$ cat src/rtl/i2c_pkg.sv
// Shared types for the I2C register slave: FSM state encoding and ACK/NACK bus levels.
`timescale 1ns/1ps
package i2c_pkg;
    typedef enum logic [2:0] {
        IDLE, ADDR, A_ACK, PTR_RX, W_ACK, WR_RX, RD_TX, RD_MACK
    } i2c_state_t;

    localparam logic I2C_ACK  = 1'b0;
    localparam logic I2C_NACK = 1'b1;
endpackage

$ cat src/rtl/i2c_bus_monitor.sv
// SCL/SDA synchroniser with one history flop; produces SCL edge pulses and START/STOP pulses.
`timescale 1ns/1ps
module i2c_bus_monitor #(
    parameter int SYNC_STAGES = 2
) (
    input  logic clk,
    input  logic rst_n,
    input  logic scl,
    input  logic sda,
    output logic sda_s,
    output logic scl_rise,
    output logic scl_fall,
    output logic start,
    output logic stop
);
    logic [SYNC_STAGES-1:0] scl_sync_p0;
    logic [SYNC_STAGES-1:0] sda_sync_p0;
    logic                   scl_d_p1;
    logic                   sda_d_p1;
    logic                   scl_s;

    // Reset to the idle bus level so leaving reset never fakes a START
    always_ff @(posedge clk or negedge rst_n) begin
        if (!rst_n) begin
            scl_sync_p0 <= '1;
            sda_sync_p0 <= '1;
            scl_d_p1    <= 1'b1;
            sda_d_p1    <= 1'b1;
        end else begin
            scl_sync_p0 <= {scl_sync_p0[SYNC_STAGES-2:0], scl};
            sda_sync_p0 <= {sda_sync_p0[SYNC_STAGES-2:0], sda};
            scl_d_p1    <= scl_sync_p0[SYNC_STAGES-1];
            sda_d_p1    <= sda_sync_p0[SYNC_STAGES-1];
        end
    end

    assign scl_s    = scl_sync_p0[SYNC_STAGES-1];
    assign sda_s    = sda_sync_p0[SYNC_STAGES-1];
    assign scl_rise = scl_s & ~scl_d_p1;
    assign scl_fall = ~scl_s & scl_d_p1;
    assign start    = scl_s & scl_d_p1 & sda_d_p1 & ~sda_s;
    assign stop     = scl_s & scl_d_p1 & ~sda_d_p1 & sda_s;
endmodule

$ cat src/rtl/i2c_reg_slave.sv
// I2C slave exposing NUM_REGS byte registers: pointer write, data write and snapshot read,
// both with wrapping auto-increment.
`timescale 1ns/1ps
module i2c_reg_slave
    import i2c_pkg::*;
#(
    parameter logic [6:0] I2C_ADDR    = 7'h64,
    parameter int         NUM_REGS    = 8,
    parameter int         SYNC_STAGES = 2,
    localparam int        PTR_W       = (NUM_REGS > 2) ? $clog2(NUM_REGS) : 1
) (
    input  logic                  clk,
    input  logic                  rst_n,
    input  logic                  scl,
    input  logic                  sda_in,
    output logic                  sda_oe,
    output logic                  sda_out,
    input  logic [8*NUM_REGS-1:0] rd_data,
    output logic                  wr_en,
    output logic [PTR_W-1:0]      wr_addr,
    output logic [7:0]            wr_data,
    output logic                  busy
);
    logic sda_s, scl_rise, scl_fall, start, stop;

    i2c_bus_monitor #(.SYNC_STAGES(SYNC_STAGES)) u_mon (
        .clk      (clk),
        .rst_n    (rst_n),
        .scl      (scl),
        .sda      (sda_in),
        .sda_s    (sda_s),
        .scl_rise (scl_rise),
        .scl_fall (scl_fall),
        .start    (start),
        .stop     (stop)
    );

    i2c_state_t            state, state_n;
    logic [3:0]            bit_cnt, bit_cnt_n;
    logic [7:0]            shift, shift_n;
    logic [7:0]            tx, tx_n;
    logic [PTR_W-1:0]      ptr, ptr_n;
    logic                  sda_oe_n, wr_en_n, snap;
    logic [PTR_W-1:0]      wr_addr_n;
    logic [7:0]            wr_data_n;
    logic [8*NUM_REGS-1:0] image;

    function automatic logic [PTR_W-1:0] next_ptr(input logic [PTR_W-1:0] p);
        return (p == PTR_W'(NUM_REGS - 1)) ? '0 : p + 1'b1;
    endfunction

    function automatic logic [7:0] get_byte(input logic [8*NUM_REGS-1:0] img,
                                            input logic [PTR_W-1:0] idx);
        return img[8*idx +: 8];
    endfunction

    always_ff @(posedge clk or negedge rst_n) begin
        if (!rst_n) begin
            state   <= IDLE;
            bit_cnt <= '0;
            ptr     <= '0;
            sda_oe  <= 1'b0;
            wr_en   <= 1'b0;
            wr_addr <= '0;
            wr_data <= '0;
        end else begin
            state   <= state_n;
            bit_cnt <= bit_cnt_n;
            ptr     <= ptr_n;
            sda_oe  <= sda_oe_n;
            wr_en   <= wr_en_n;
            wr_addr <= wr_addr_n;
            wr_data <= wr_data_n;
        end
    end

    // Byte datapath carries no reset; its contents are always rewritten before use
    always_ff @(posedge clk) begin
        shift <= shift_n;
        tx    <= tx_n;
        if (snap) image <= rd_data;
    end

    always_comb begin
        state_n   = state;
        bit_cnt_n = bit_cnt;
        shift_n   = shift;
        tx_n      = tx;
        ptr_n     = ptr;
        sda_oe_n  = sda_oe;
        wr_en_n   = 1'b0;
        wr_addr_n = wr_addr;
        wr_data_n = wr_data;
        snap      = 1'b0;
        if (start) begin
            state_n   = ADDR;
            bit_cnt_n = '0;
            sda_oe_n  = 1'b0;
        end else if (stop) begin
            state_n  = IDLE;
            sda_oe_n = 1'b0;
        end else begin
            case (state)
                ADDR, PTR_RX, WR_RX: begin
                    if (scl_rise && bit_cnt != 4'd8) begin
                        shift_n   = {shift[6:0], sda_s};
                        bit_cnt_n = bit_cnt + 4'd1;
                    end else if (scl_fall && bit_cnt == 4'd8) begin
                        // The fall ending the 8th bit opens the ACK slot
                        bit_cnt_n = '0;
                        if (state == ADDR) begin
                            if (shift[7:1] == I2C_ADDR) begin
                                sda_oe_n = 1'b1;
                                state_n  = A_ACK;
                            end else begin
                                state_n = IDLE;
                            end
                        end else if (state == PTR_RX) begin
                            if ({1'b0, shift} < 9'(NUM_REGS)) begin
                                ptr_n    = shift[PTR_W-1:0];
                                sda_oe_n = 1'b1;
                                state_n  = W_ACK;
                            end else begin
                                state_n = IDLE;
                            end
                        end else begin
                            wr_en_n   = 1'b1;
                            wr_addr_n = ptr;
                            wr_data_n = shift;
                            ptr_n     = next_ptr(ptr);
                            sda_oe_n  = 1'b1;
                            state_n   = W_ACK;
                        end
                    end
                end
                A_ACK: begin
                    if (scl_fall) begin
                        bit_cnt_n = '0;
                        if (shift[0]) begin
                            snap     = 1'b1;
                            tx_n     = get_byte(rd_data, ptr);
                            sda_oe_n = ~tx_n[7];
                            state_n  = RD_TX;
                        end else begin
                            sda_oe_n = 1'b0;
                            state_n  = PTR_RX;
                        end
                    end
                end
                W_ACK: begin
                    if (scl_fall) begin
                        sda_oe_n = 1'b0;
                        state_n  = WR_RX;
                    end
                end
                RD_TX: begin
                    // bit_cnt counts rises; each fall presents bit 7-bit_cnt
                    if (scl_rise) begin
                        bit_cnt_n = bit_cnt + 4'd1;
                    end else if (scl_fall) begin
                        if (bit_cnt == 4'd8) begin
                            sda_oe_n = 1'b0;
                            state_n  = RD_MACK;
                        end else begin
                            sda_oe_n = ~tx[~bit_cnt[2:0]];
                        end
                    end
                end
                RD_MACK: begin
                    if (scl_rise) begin
                        ptr_n     = next_ptr(ptr);
                        bit_cnt_n = '0;
                        if (sda_s == I2C_ACK) begin
                            tx_n    = get_byte(image, next_ptr(ptr));
                            state_n = RD_TX;
                        end else begin
                            state_n = IDLE;
                        end
                    end
                end
                default: ;
            endcase
        end
    end

    assign sda_out = 1'b0;
    assign busy    = (state != IDLE);
endmodule

$ cat config.mk
export PLATFORM = sky130hd
export DESIGN_NAME = i2c_reg_slave
export DESIGN_NICKNAME = d
export VERILOG_FILES = /design/src/rtl/i2c_pkg.sv /design/src/rtl/i2c_bus_monitor.sv /design/src/rtl/i2c_reg_slave.sv
export SDC_FILE = /design/constraint.sdc
export NUM_CORES = 1
export LEC_CHECK = 0
export CORE_MARGIN = 3
export CORE_UTILIZATION = 48
export DETAILED_ROUTE_END_ITERATION = 10
export HOLD_SLACK_MARGIN = 0.03
export MAX_ROUTING_LAYER = met4
export PLACE_DENSITY = 0.79
export SYNTH_ARGS = -nofsm -noshare
export SYNTH_HDL_FRONTEND = slang
export SYNTH_SLANG_ARGS = --single-unit
export TNS_END_PERCENT = 30
$ cat constraint.sdc
create_clock -name clk -period 4.1 [get_ports clk]
set_input_delay 0.82 -clock clk [delete_from_list [all_inputs] [get_ports clk]]
set_output_delay 0.82 -clock clk [all_outputs]
set_load 0.05 [all_outputs]
# After elaboration in Yosys (flattened, before gate mapping)
# Index checks and enable logic that the tools add are counted.
# op_classes
n_addsub,2
mul,0
div,0
magnitude_cmp,2
eq_ne,34
shifts,2
muxes,67
n_bitwise,19
n_reduce_logical,16
# op_table
cell,n
variable part select 64 x 7 -> 8 bit,2
two-way mux 3 bit,22
!= test 4 bit (second input constant),10
two-way mux 8 bit,4
two-way mux 4 bit,7
two-way mux 1 bit,27
AND reduction 9 bit,2
!= test 2 bit (second input constant),8
case mux 4 bit (4 select lines),1
case mux 8 bit (2 select lines),1
== test 3 bit (second input constant),5
case mux 3 bit (5 select lines),1
AND reduction 7 bit,2
!= test 3 bit (second input constant),4
inverter 1 bit,11
less-than comparator 8 x 4 -> 1 bit (second input constant),1
AND reduction 8 bit,1
AND 1 bit,7
== test 7 bit (second input constant),1
nonzero test 7 bit,1
== test 3 x 2 -> 1 bit (second input constant),2
!= test 6 bit (second input constant),1
case mux 3 bit (2 select lines),1
AND reduction 6 bit,1
17 further kinds,19
# word_totals
reg_bits,109
latch_bits,0
ramBits,0
rom_bits,0
in_bits,68
memories,0

# Logic depth before layout (Yosys ltp)
# Gate-level depths: netlist of run 1.
# logic_depth
word_depth,10
depth_mapped,7
depth_no_buf,7

# Cells and area by module
# A second synthesis of run 1 with hierarchy kept.
# unflattened
cells_unflattened,343
area_unflattened_um2,5187.5
# modules_own_cells
module,n_inst,cells_per_inst,area_each_um2,seq_area_each_um2
i2c_reg_slave,1,333,4997.3,2977.9
i2c_bus_monitor,1,10,190.2,157.7

# Least setup slack after synthesis of run 1
# OpenSTA, ideal clock, no wires.
# synth_path
path_type,flip-flop to flip-flop
start,reg state[2]
end,reg tx[0] (enable)
setup_ns,0.330
t_arrival_ns,2.997
required_ns,3.770
path_slack_ns,0.772
path_stages_with_launch,6
path_buffers,1
cell_sequence,dfrtp_1 -> buf_2 -> nand2b_1 -> nor3_1 -> and2_1 -> or2_1
# synth_between
elab_chain_cells,3
elab_cells_between_ends,8
cone_classes,eq/ne (6); reduce/logical (2)
# synth_lines
element,line_no,text
start: declaration,i2c_reg_slave.sv:38,"i2c_state_t state, state_n;"
start signal: assignment,i2c_reg_slave.sv:67,state <= state_n;
== test 3 bit / == test 3 x 2 -> 1 bit (equally long branches),i2c_reg_slave.sv:103,case (state)
!= test 2 bit (no line) / nonzero test 2 bit (equally long branches),n/a,
AND reduction 7 bit (no line) (*),n/a,
end signal: assignment,i2c_reg_slave.sv:80,tx <= tx_n;
end: declaration,i2c_reg_slave.sv:41,"logic [7:0] tx, tx_n;"
# Mark *: on every way between the ends. The rest lies on a longest branch, timed or not.
# A chain may end at the register's enable or synchronous reset.

# Worst setup path in the final report of run 1
# layout_path
start,reg state[0]
end,out busy
# layout_between
elab_chain_cells,1
# layout_lines
element,line_no,text
nonzero test 3 bit,i2c_reg_slave.sv:187,assign busy = (state != IDLE);
end: declaration,i2c_reg_slave.sv:22,output logic busy
# Every way passes these cells.

==> flow_summary.ini, run 1 <==
[run_status]
outcome = finished clean

[floorplanning]
die_area_mm2 = 0.0118
die_w_um = 109
initial_core_util_pct = 50.7
core_mm2 = 0.0100
die_h_um = 109
row_count = 36
ioPinCount = 83

[pwr]
combinationalPowerShare_pct = 15.3
powerDensity_mw_per_mm2 = 364
leakage_nw = 2.12
clkPwrFrac_pct = 27.5
swShare_pct = 27.4
power.internal_w = 0.00163
vdd_drop_max_v = 0.000226
p_sw_w = 0.000617
seqPwrFrac_pct = 57.2

[yosys]
yosys_warnings = 0
synthFlopType = edfxtp_1
synth.area.mux_share_pct = 20.7
synth_top_family_by_area = multiplexers
netlist_area_mm2 = 0.00507
ys_ff_latch = 109
synth_xor_area_share_pct = 0.173
synthCells = 304
synth_cell_types = 54
yosys.area_share.simple_pct = 8.22
yosysSeqAreaShare_pct = 61.8
synth-adder-area-share_pct = 0.987
synth_compound_area_share_pct = 5.85
syn_nets = 376
synth_edf_count = 80
syn_area_per_cell_um2 = 16.7
async_flop_share_pct = 26.6

[sta]
fin_crit_sh_pct = 71.1
finalSetupTns_ns = 0
fin_crit_ns = 2.91
slew_headroom_pct = 46.2
rsz0062_at_grt = no
hold_violations = 0
skew_ns = 0.0122
timing.fmax_mhz = 343
setup_viol = 0
worst_pin_slew_ns = 0.808
report.final.slew_viol_count = 0

[critical_path]
r2r_slack_ns = 1.29
cp_slowest_cell = clkdlybuf4s50_1
r2r_cells = 7
max_stage_delay_ns = 0.71
crit_fanout = 17
worstSetupStartpointType = flop
cp-end-kind = output pin
crit_required_ns = 3.28
arrival_ns = 2.09
reg2reg_from = ptr[1]
crit_chain = or3_1, clkdlybuf4s50_1
crit_type = flop to output pin
timing.rr.end = tx[7]

[global_routing]
antenna_found_initial = 0
grt_start_max_net_pins = 49
grt_overflow = 0
grt_pass1_wl_um = 16400
gr-usage-all-layers_pct = 19.0
grt_pass1_vias = 3157

[cells_and_area]
regArea_mm2 = 0.00314
multi_input_area_mm2 = 0.00183
layout-drive-gt1-share_pct = 20.3
fillers = 743
diodes = 0
fin_cells = 523
area_growth_pct = 22.0
fin_util_pct = 61.9
nets = 457

[clock_network]
cts_setup_buffers = 0
cts_resized = 0
cts-hold-fix-buffers = 0
numCtsBuffers = 9
clk_pin_slew_ns = 0.10
clk_path_buf_depth = 2
ctsRootBufferMaster = clkbuf_8
cts_sinks = 109
cts-htree-levels = 3
clock_latency_ns = 0.38
tritoncts = done

[drt]
ant_nets = 0
drt-total-wl_um = 10200
routed_via_density = 5.78
dr_total_vias = 3022
detail_route.wl_per_cell_um = 19.4
drt-pass1-iter-count = 5
drcViolationCount = 0
first_iter_violations = 216

[placed_design]
gp_congestion = 0.853
hpwl_um = 7080
io_buffers = 81
place_inst = 507

[min_path]
whs_path_depth = 0
holdPathEnd = u_mon.scl_sync_p0[1]
hp-start = u_mon.scl_sync_p0[0]
holdCritPathClass = flop to flop

[run]
drv_cap = 0
[metal layers]
layer,global-route usage [%],up-vias,share of wire [%]
li1,-,1383,-
met1,24.9,1506,43
met2,29.6,113,50
met3,4.50,20,5.2
met4,6.04,0,1.9
met5,-,-,0
[synthesized netlist by cell type, drive strengths merged, types with 2 or more instances]
cell type | n | area (um2)
mux2i | 8 | 80.1
ha | 4 | 50.1
and3 | 4 | 30.0
a211oi | 11 | 82.6
nor2 | 9 | 43.8
nand4b | 3 | 26.3
dfrtp | 23 | 576
edfxtp | 80 | 2400
nor3 | 6 | 35.0
nand3 | 5 | 25.0
a22o | 2 | 17.5
dfstp | 6 | 158
buf | 12 | 72.6
mux4 | 34 | 766
nor2b | 12 | 75.1
nand2 | 6 | 22.5
nor3b | 2 | 15.0
clkbuf | 5 | 18.8
o21ai | 9 | 45.0
nand3b | 3 | 35.0
o21bai | 2 | 15.0
nor4 | 2 | 33.8
or3 | 2 | 12.5
mux2 | 18 | 203
and2 | 2 | 12.5
inv | 5 | 18.8
nand2b | 4 | 27.5
a21oi | 12 | 63.8
a31oi | 2 | 12.5
[power groups by stage]
stage,Clock [W],Combinational [W],Sequential (W)
floorplan,0,0.000223,0.00129
global placement,0,0.000336,0.00131
detailed placement,0,0.000344,0.00131
CTS,0.000632,0.000346,0.00128
global route,0.000677,0.000374,0.00129
finish,0.000620,0.000344,0.00129
[cells by family after synthesis]
logic type	after synthesis
muxes	60
buffers and inverters	22
adders and majority gates	4
AOI/OAI and AO/OA	44
xor gates and xnor gates	1
DFF	109
and+or+nand+nor	63
other	1
[through the flow]
step	area, um2	hold slack, ns	worst slack, ns	power (W)
4_1_cts	6190	0.368	1.19	0.00226
5_1_grt	6190	0.372	1.10	0.00235
3_5_place_dp	6000	0.350	1.23	0.00165
2_1_floorplan	5070	0.345	0.772	0.00151
3_3_place_gp	6000	0.347	1.32	0.00164
6_report	6190	0.365	1.19	0.00225
[critical path: cells and delay by family, from the launching register on]
family,cells,cell delay [ns]
DFF,1,0.59
buffers and inverters,1,0.71
and+or+nand+nor,1,0.42
[state kept, by name (all words and copies together) (netlist names)]
name and cells:
image 64, u_mon.sda_d_p1 1, sda_oe 1, bit_cnt 4
wr_data 8, u_mon.scl_d_p1 1, shift 8, state 3
u_mon.scl_sync_p0 2, u_mon.sda_sync_p0 2, wr_en 1, wr_addr 3
ptr 3, tx 8
[cell type report]
| class | count | share of cell area, % |
|---|---|---|
| inverters | 5 | 0.303 |
| well taps | 133 | 2.69 |
| repair buffers | 87 | 13.8 |
| flip-flops and latches | 109 | 50.7 |
| multi-input cells | 173 | 29.5 |
| clock buffers | 11 | 2.12 |
| clock inverters | 5 | 0.850 |
[worst max-delay path by stage]
stage | from | cells past startpoint | slack [ns] | end
6_report | state[0] | 2 | 1.19 | busy
5_1_grt | ptr[1] | 5 | 1.10 | tx[1]
4_1_cts | state[0] | 2 | 1.19 | busy
3_5_place_dp | ptr[1] | 5 | 1.23 | tx[0]
3_3_place_gp | ptr[1] | 5 | 1.32 | tx[0]
2_1_floorplan | state[2] | 5 | 0.77 | tx[0]
[cell usage in the layout (no fill, tap or decap), drive strengths merged, types with 2 or more instances in the layout]
master         instances
and2                   2
buf                    6
mux4                  34
or3                    2
nor3b                  2
a21oi                 12
nor3                   6
nand2b                 4
nor2                   9
a211oi                11
clkbuf                11
a31oi                  2
a22o                   2
nand3                  5
clkdlybuf4s50         81
dfstp                  6
o21ai                  9
and3                   4
nor2b                 12
nand2                  6
nand3b                 3
nand4b                 3
ha                     4
mux2                  18
dfrtp                 23
nor4                   2
edfxtp                80
mux2i                  8
inv                    8
o21bai                 2
Note: power is estimated with default switching activity, not from simulation.
==> run 2, diff against run 1 <==
--- a/config.mk
+++ b/config.mk
@@ -10,7 +10,7 @@
 export DETAILED_ROUTE_END_ITERATION = 10
 export HOLD_SLACK_MARGIN = 0.03
 export MAX_ROUTING_LAYER = met4
-export PLACE_DENSITY = 0.79
+export PLACE_DENSITY = 0.82
 export SYNTH_ARGS = -nofsm -noshare
 export SYNTH_HDL_FRONTEND = slang
 export SYNTH_SLANG_ARGS = --single-unit
==> constraint.sdc (replaced) <==
create_clock -name clk -period 2.56 [get_ports clk]
set_input_delay 0.512 -clock clk [delete_from_list [all_inputs] [get_ports clk]]
set_output_delay 0.512 -clock clk [all_outputs]
set_load 0.05 [all_outputs]
==> flow_summary.ini, run 2 (same netlist as run 1, synthesis figures left out) <==
[critical_path]
crit_fanout = 12
timing.rr.end = tx[5]
worstSetupStartpointType = flop
max_stage_delay_ns = 0.54
arrival_ns = 1.81
r2r_slack_ns = 0.34
crit_type = flop to output pin
crit_chain = or3_1, dlygate4sd2_1
cp.depth = 2
crit_required_ns = 2.05
cp-end-kind = output pin
cp_slowest_cell = dfrtp_1
critical-path-top-delay-family = flip-flops
crit_end = busy
worst-path-buf-inv = 1
r2r_cells = 7
crit_start = state[2]
reg2reg_from = ptr[0]

[sta]
fin_crit_sh_pct = 90.5
whs_ns = 0.361
skew_ns = 0.0156
worst_pin_slew_ns = 0.551
finalSetupTns_ns = 0
report.final.slew_viol_count = 0
hold_violations = 0
rsz0062_at_grt = no
slew_headroom_pct = 63.2
timing.fmax_mhz = 431
fin_crit_ns = 2.32
setup_viol = 0

[drt]
detail_route.wl_per_cell_um = 19.3
drcViolationCount = 0
first_iter_violations = 141
routed_via_density = 5.77
ant_nets = 0
drt-pass1-iter-count = 4
drt-total-wl_um = 10200
dr_total_vias = 3039

[global_routing]
grt_start_max_net_pins = 61
grt_overflow = 0
gr-usage-all-layers_pct = 19.5
antenna_found_initial = 0
grt_pass1_vias = 3236
grt_pass1_wl_um = 16900

[clock_network]
clock_latency_ns = 0.38
numCtsBuffers = 9
ctsRootBufferMaster = clkbuf_8
tritoncts = done
cts_setup_buffers = 0
cts_sinks = 109
clk_pin_slew_ns = 0.11
cts-hold-fix-buffers = 0
cts_resized = 1
clk_path_buf_depth = 2
cts-htree-levels = 3

[pwr]
combinationalPowerShare_pct = 16.2
seqPwrFrac_pct = 55.8
clkPwrFrac_pct = 28.0
p_sw_w = 0.00101
power.internal_w = 0.00263
swShare_pct = 27.8
vdd_drop_max_v = 0.000319
leakage_nw = 2.15
powerDensity_mw_per_mm2 = 582

[min_path]
holdCritPathClass = flop to flop

[run]
drv_cap = 0

[placed_design]
gp_congestion = 0.823
io_buffers = 81
hpwl_um = 7250

[cells_and_area]
diodes = 0
area_growth_pct = 23.2
layout-drive-gt1-share_pct = 21.3
fillers = 755
largest_register = image
mostFrequentLayoutCells = edfxtp_1, clkdlybuf4s50_1, mux4_2, dfrtp_1, mux2_1
nets = 461
largest_register_ffs = 64

[floorplanning]
row_count = 36
ioPinCount = 83
die_area_mm2 = 0.0118
die_w_um = 109
core_mm2 = 0.0100
initial_core_util_pct = 50.7
die_h_um = 109

[run_status]
outcome = finished clean
[run 2: cell types whose count changed in the layout (fill, tap and decap cells not counted), sizes merged]
cell,change
buf,+4
clkbuf,-1
clkdlybuf4s50,-1
clkinv,+1
dlygate4sd2,+1
[run 2: how the worst min path moves through the flow]
| stage | startpoint | end | slack, ns | cells after the start |
|---|---|---|---|---|
| 3_5_place_dp | u_mon.scl_sync_p0[0] | u_mon.scl_sync_p0[1] | 0.35 | 0 |
| 4_1_cts | u_mon.sda_sync_p0[0] | u_mon.sda_sync_p0[1] | 0.36 | 0 |
| 5_1_grt | u_mon.scl_sync_p0[0] | u_mon.scl_sync_p0[1] | 0.37 | 0 |
| 2_1_floorplan | rst_n | bit_cnt[0] | 0.22 | 0 |
| 3_3_place_gp | u_mon.sda_sync_p0[0] | u_mon.sda_sync_p0[1] | 0.35 | 0 |
| 6_report | u_mon.sda_sync_p0[0] | u_mon.sda_sync_p0[1] | 0.36 | 0 |
[run 2: layout make-up]
type / instances / area, um2 / area share, %
Sequential cell: 109 / 3140 / 50.2
Timing Repair Buffer: 91 / 910 / 14.6
Multi-Input combinational cell: 173 / 1830 / 29.2
Tap cell: 133 / 166 / 2.66
Inverter: 5 / 18.8 / 0.300
Clock buffer: 10 / 128 / 2.04
Clock inverter: 6 / 63.8 / 1.02
[run 2: routing by layer]
layer | routed length (um) | track usage, % | share of wire, %
met4 | 112 | 5.32 | 1.1
met1 | 4400 | 25.8 | 43
met2 | 5250 | 31.4 | 51
met3 | 438 | 3.73 | 4.3
met5 | 0 | - | 0
[run 2: power by group through the flow]
| stage | Clock (W) | Combinational [W] | Sequential [W] |
|---|---|---|---|
| CTS | 0.00105 | 0.000589 | 0.00203 |
| global route | 0.00111 | 0.000644 | 0.00204 |
| global placement | 0 | 0.000582 | 0.00206 |
| detailed placement | 0 | 0.000596 | 0.00207 |
| finish | 0.00102 | 0.000588 | 0.00203 |
| floorplan | 0 | 0.000357 | 0.00206 |
[run 2: per-stage QoR]
| step | instance area (um2) | total power, W | utilization [%] | setup WS (ns) | std cells |
|---|---|---|---|---|---|
| global placement | 6060 | 0.00265 | 60.6 | 0.359 | 511 |
| floorplan | 5070 | 0.00242 | - | 0.241 | 304 |
| global route | 6250 | 0.00379 | 62.5 | 0.163 | 527 |
| detailed placement | 6060 | 0.00266 | 60.6 | 0.288 | 511 |
| CTS | 6250 | 0.00367 | 62.5 | 0.225 | 527 |
| finish | 6250 | 0.00364 | 62.5 | 0.242 | 527 |
==> RTL change: new RTL, settings of run 1 <==
Set the parameter `NUM_REGS` to 16 (it was 8).
--- a/src/rtl/i2c_reg_slave.sv
+++ b/src/rtl/i2c_reg_slave.sv
@@ -7,3 +7,3 @@
     parameter logic [6:0] I2C_ADDR    = 7'h64,
-    parameter int         NUM_REGS    = 8,
+    parameter int         NUM_REGS    = 16,
     parameter int         SYNC_STAGES = 2,
Interface: changed (resized rd_data and wr_addr); port bits go from 83 to 148. The function was not compared with the original's and may differ.
==> RTL change against run 1 <==
  * Synthesized area increased by 65%
  * Non-clock buffer count rose by 72
  * Sequential cell count rose by 66
  * Cell count grew 78%
  * Routed wire length rose by 110%
  * Total power increased by 81%
  * Final area grew 72%
  * Worst setup slack worse by 0.33 ns
==> RTL change: results (changes against run 1) <==
total placed cells including tap cells 899 (+77%); Max IR drop VDD 0.278 mV (+23%); Starting DRT DRC Count 823 (+280%); Vias 5,895 (+95%); RR Endpoint tx[5]$_DFFE_PP_; Final Skew 0.00831 ns (-0.00388 ns); CTS sink cnt 175 (+61%); status completed; dpl hpwl 14,900 um (+110%); Clock Path Buffers 2 (unchanged); largest cells by area after synthesis edfxtp_1, mux4_2, dfrtp_1; Post-synth EDFFs 144 (+80%); fillcell total 1,202 (+62%); first-pass detailed-route iteration total 10 (+5); largest net degree at the start of global routing 57 (+16%); Adder-Cell Fraction of Synth Area 0.448% (-0.54 points); mux cell area share after synthesis 17.6% (-3.0 points); Yosys cell types 71 (+31%); routed wl met2 11,300 um (+120%); dpl cell area 0.0100 mm2 (+67%); CTS Buf Count 17 (+8); Storage cell area 0.00511 mm2 (+63%); Non-clk bufs 159 (+83%); HP Start u_mon.sda_sync_p0[0]$_DFF_PN1_; via-per-instance ratio 6.33 (+9.6%); share of cells above drive strength 1 17.0% (-3.2 points); Reg2Reg Depth 6 (-1); Final #Nets 833 (+82%); Non-clk invs 9 (+4); GRT Total Usage 23.4% (+4.4 points); Syn Area/Cell 15.0 um2 (-10%); Clock-cell share 5.79% (+2.8 points); Worst Setup EP busy; max reg flops 128 (+100%); gp weighted congestion 0.986 (+16%); Synth Area in Compound Gates 9.59% (+3.7 points); H-tree depth 4 (+1); Area Growth Syn to Fin 26.6%; worst slew pin tran 1.15 ns (+0.342 ns); clock buffer count in the final layout 24 (+13); reg2reg start ptr[0]$_DFFE_PN0P_; vias in the first global route 6,133 (+94%); M1 WL 8240 um (+89%); clk_lat worst skew 0.43 ns (+0.05 ns); Multi-input gate area 0.00301 mm2 (+65%); Fin Hold WS 0.361 ns (-0.00403 ns); clk root buf clkbuf_16; multi-input gates 336 (+94%); crit path from state[1]$_DFFE_PN0P_; Seq/Total Area, Yosys 60.9% (-0.94 points); Hold Crit Endpoint u_mon.sda_sync_p0[1]$_DFF_PN1_; Arrival @ worst endpoint 2.42 ns (+0.33 ns); WL met3 1390 um (+160%)
## RTL change: changes by cell type in the layout (fill, tap and decap cells not counted), moves of 9 or more
cell,change
clkbuf_16,+22
edfxtp_1,+64
mux2i_1,+25
o21ai_0,+11
nand2_1,+38
clkdlybuf4s50_1,+65
a221oi_1,+12
nand3_1,+10
a22oi_1,+9
mux2_2,+13
a32oi_1,+9
nor2_1,+9
clkbuf_8,-9
mux2_1,-11
## RTL change: critical path, stage by stage, from the launching register on
cell             delay, ns
dfrtp_1               0.63
clkinv_1              0.38
nand2_1               0.16
clkdlybuf4s50_1       0.82
## RTL change: power breakdown
part	switching [mW]	internal [mW]	total (mW)
Sequential	0.0526	1.95	2.01
Combinational	0.195	0.215	0.410
Clock	0.691	0.965	1.66
Total	0.938	3.13	4.07
## RTL change: layer usage
metal	up-vias	track usage (%)
li1	2552	-
met1	2954	28.7
met2	337	39.0
met3	52	3.80
met4	0	9.57
met5	-	-
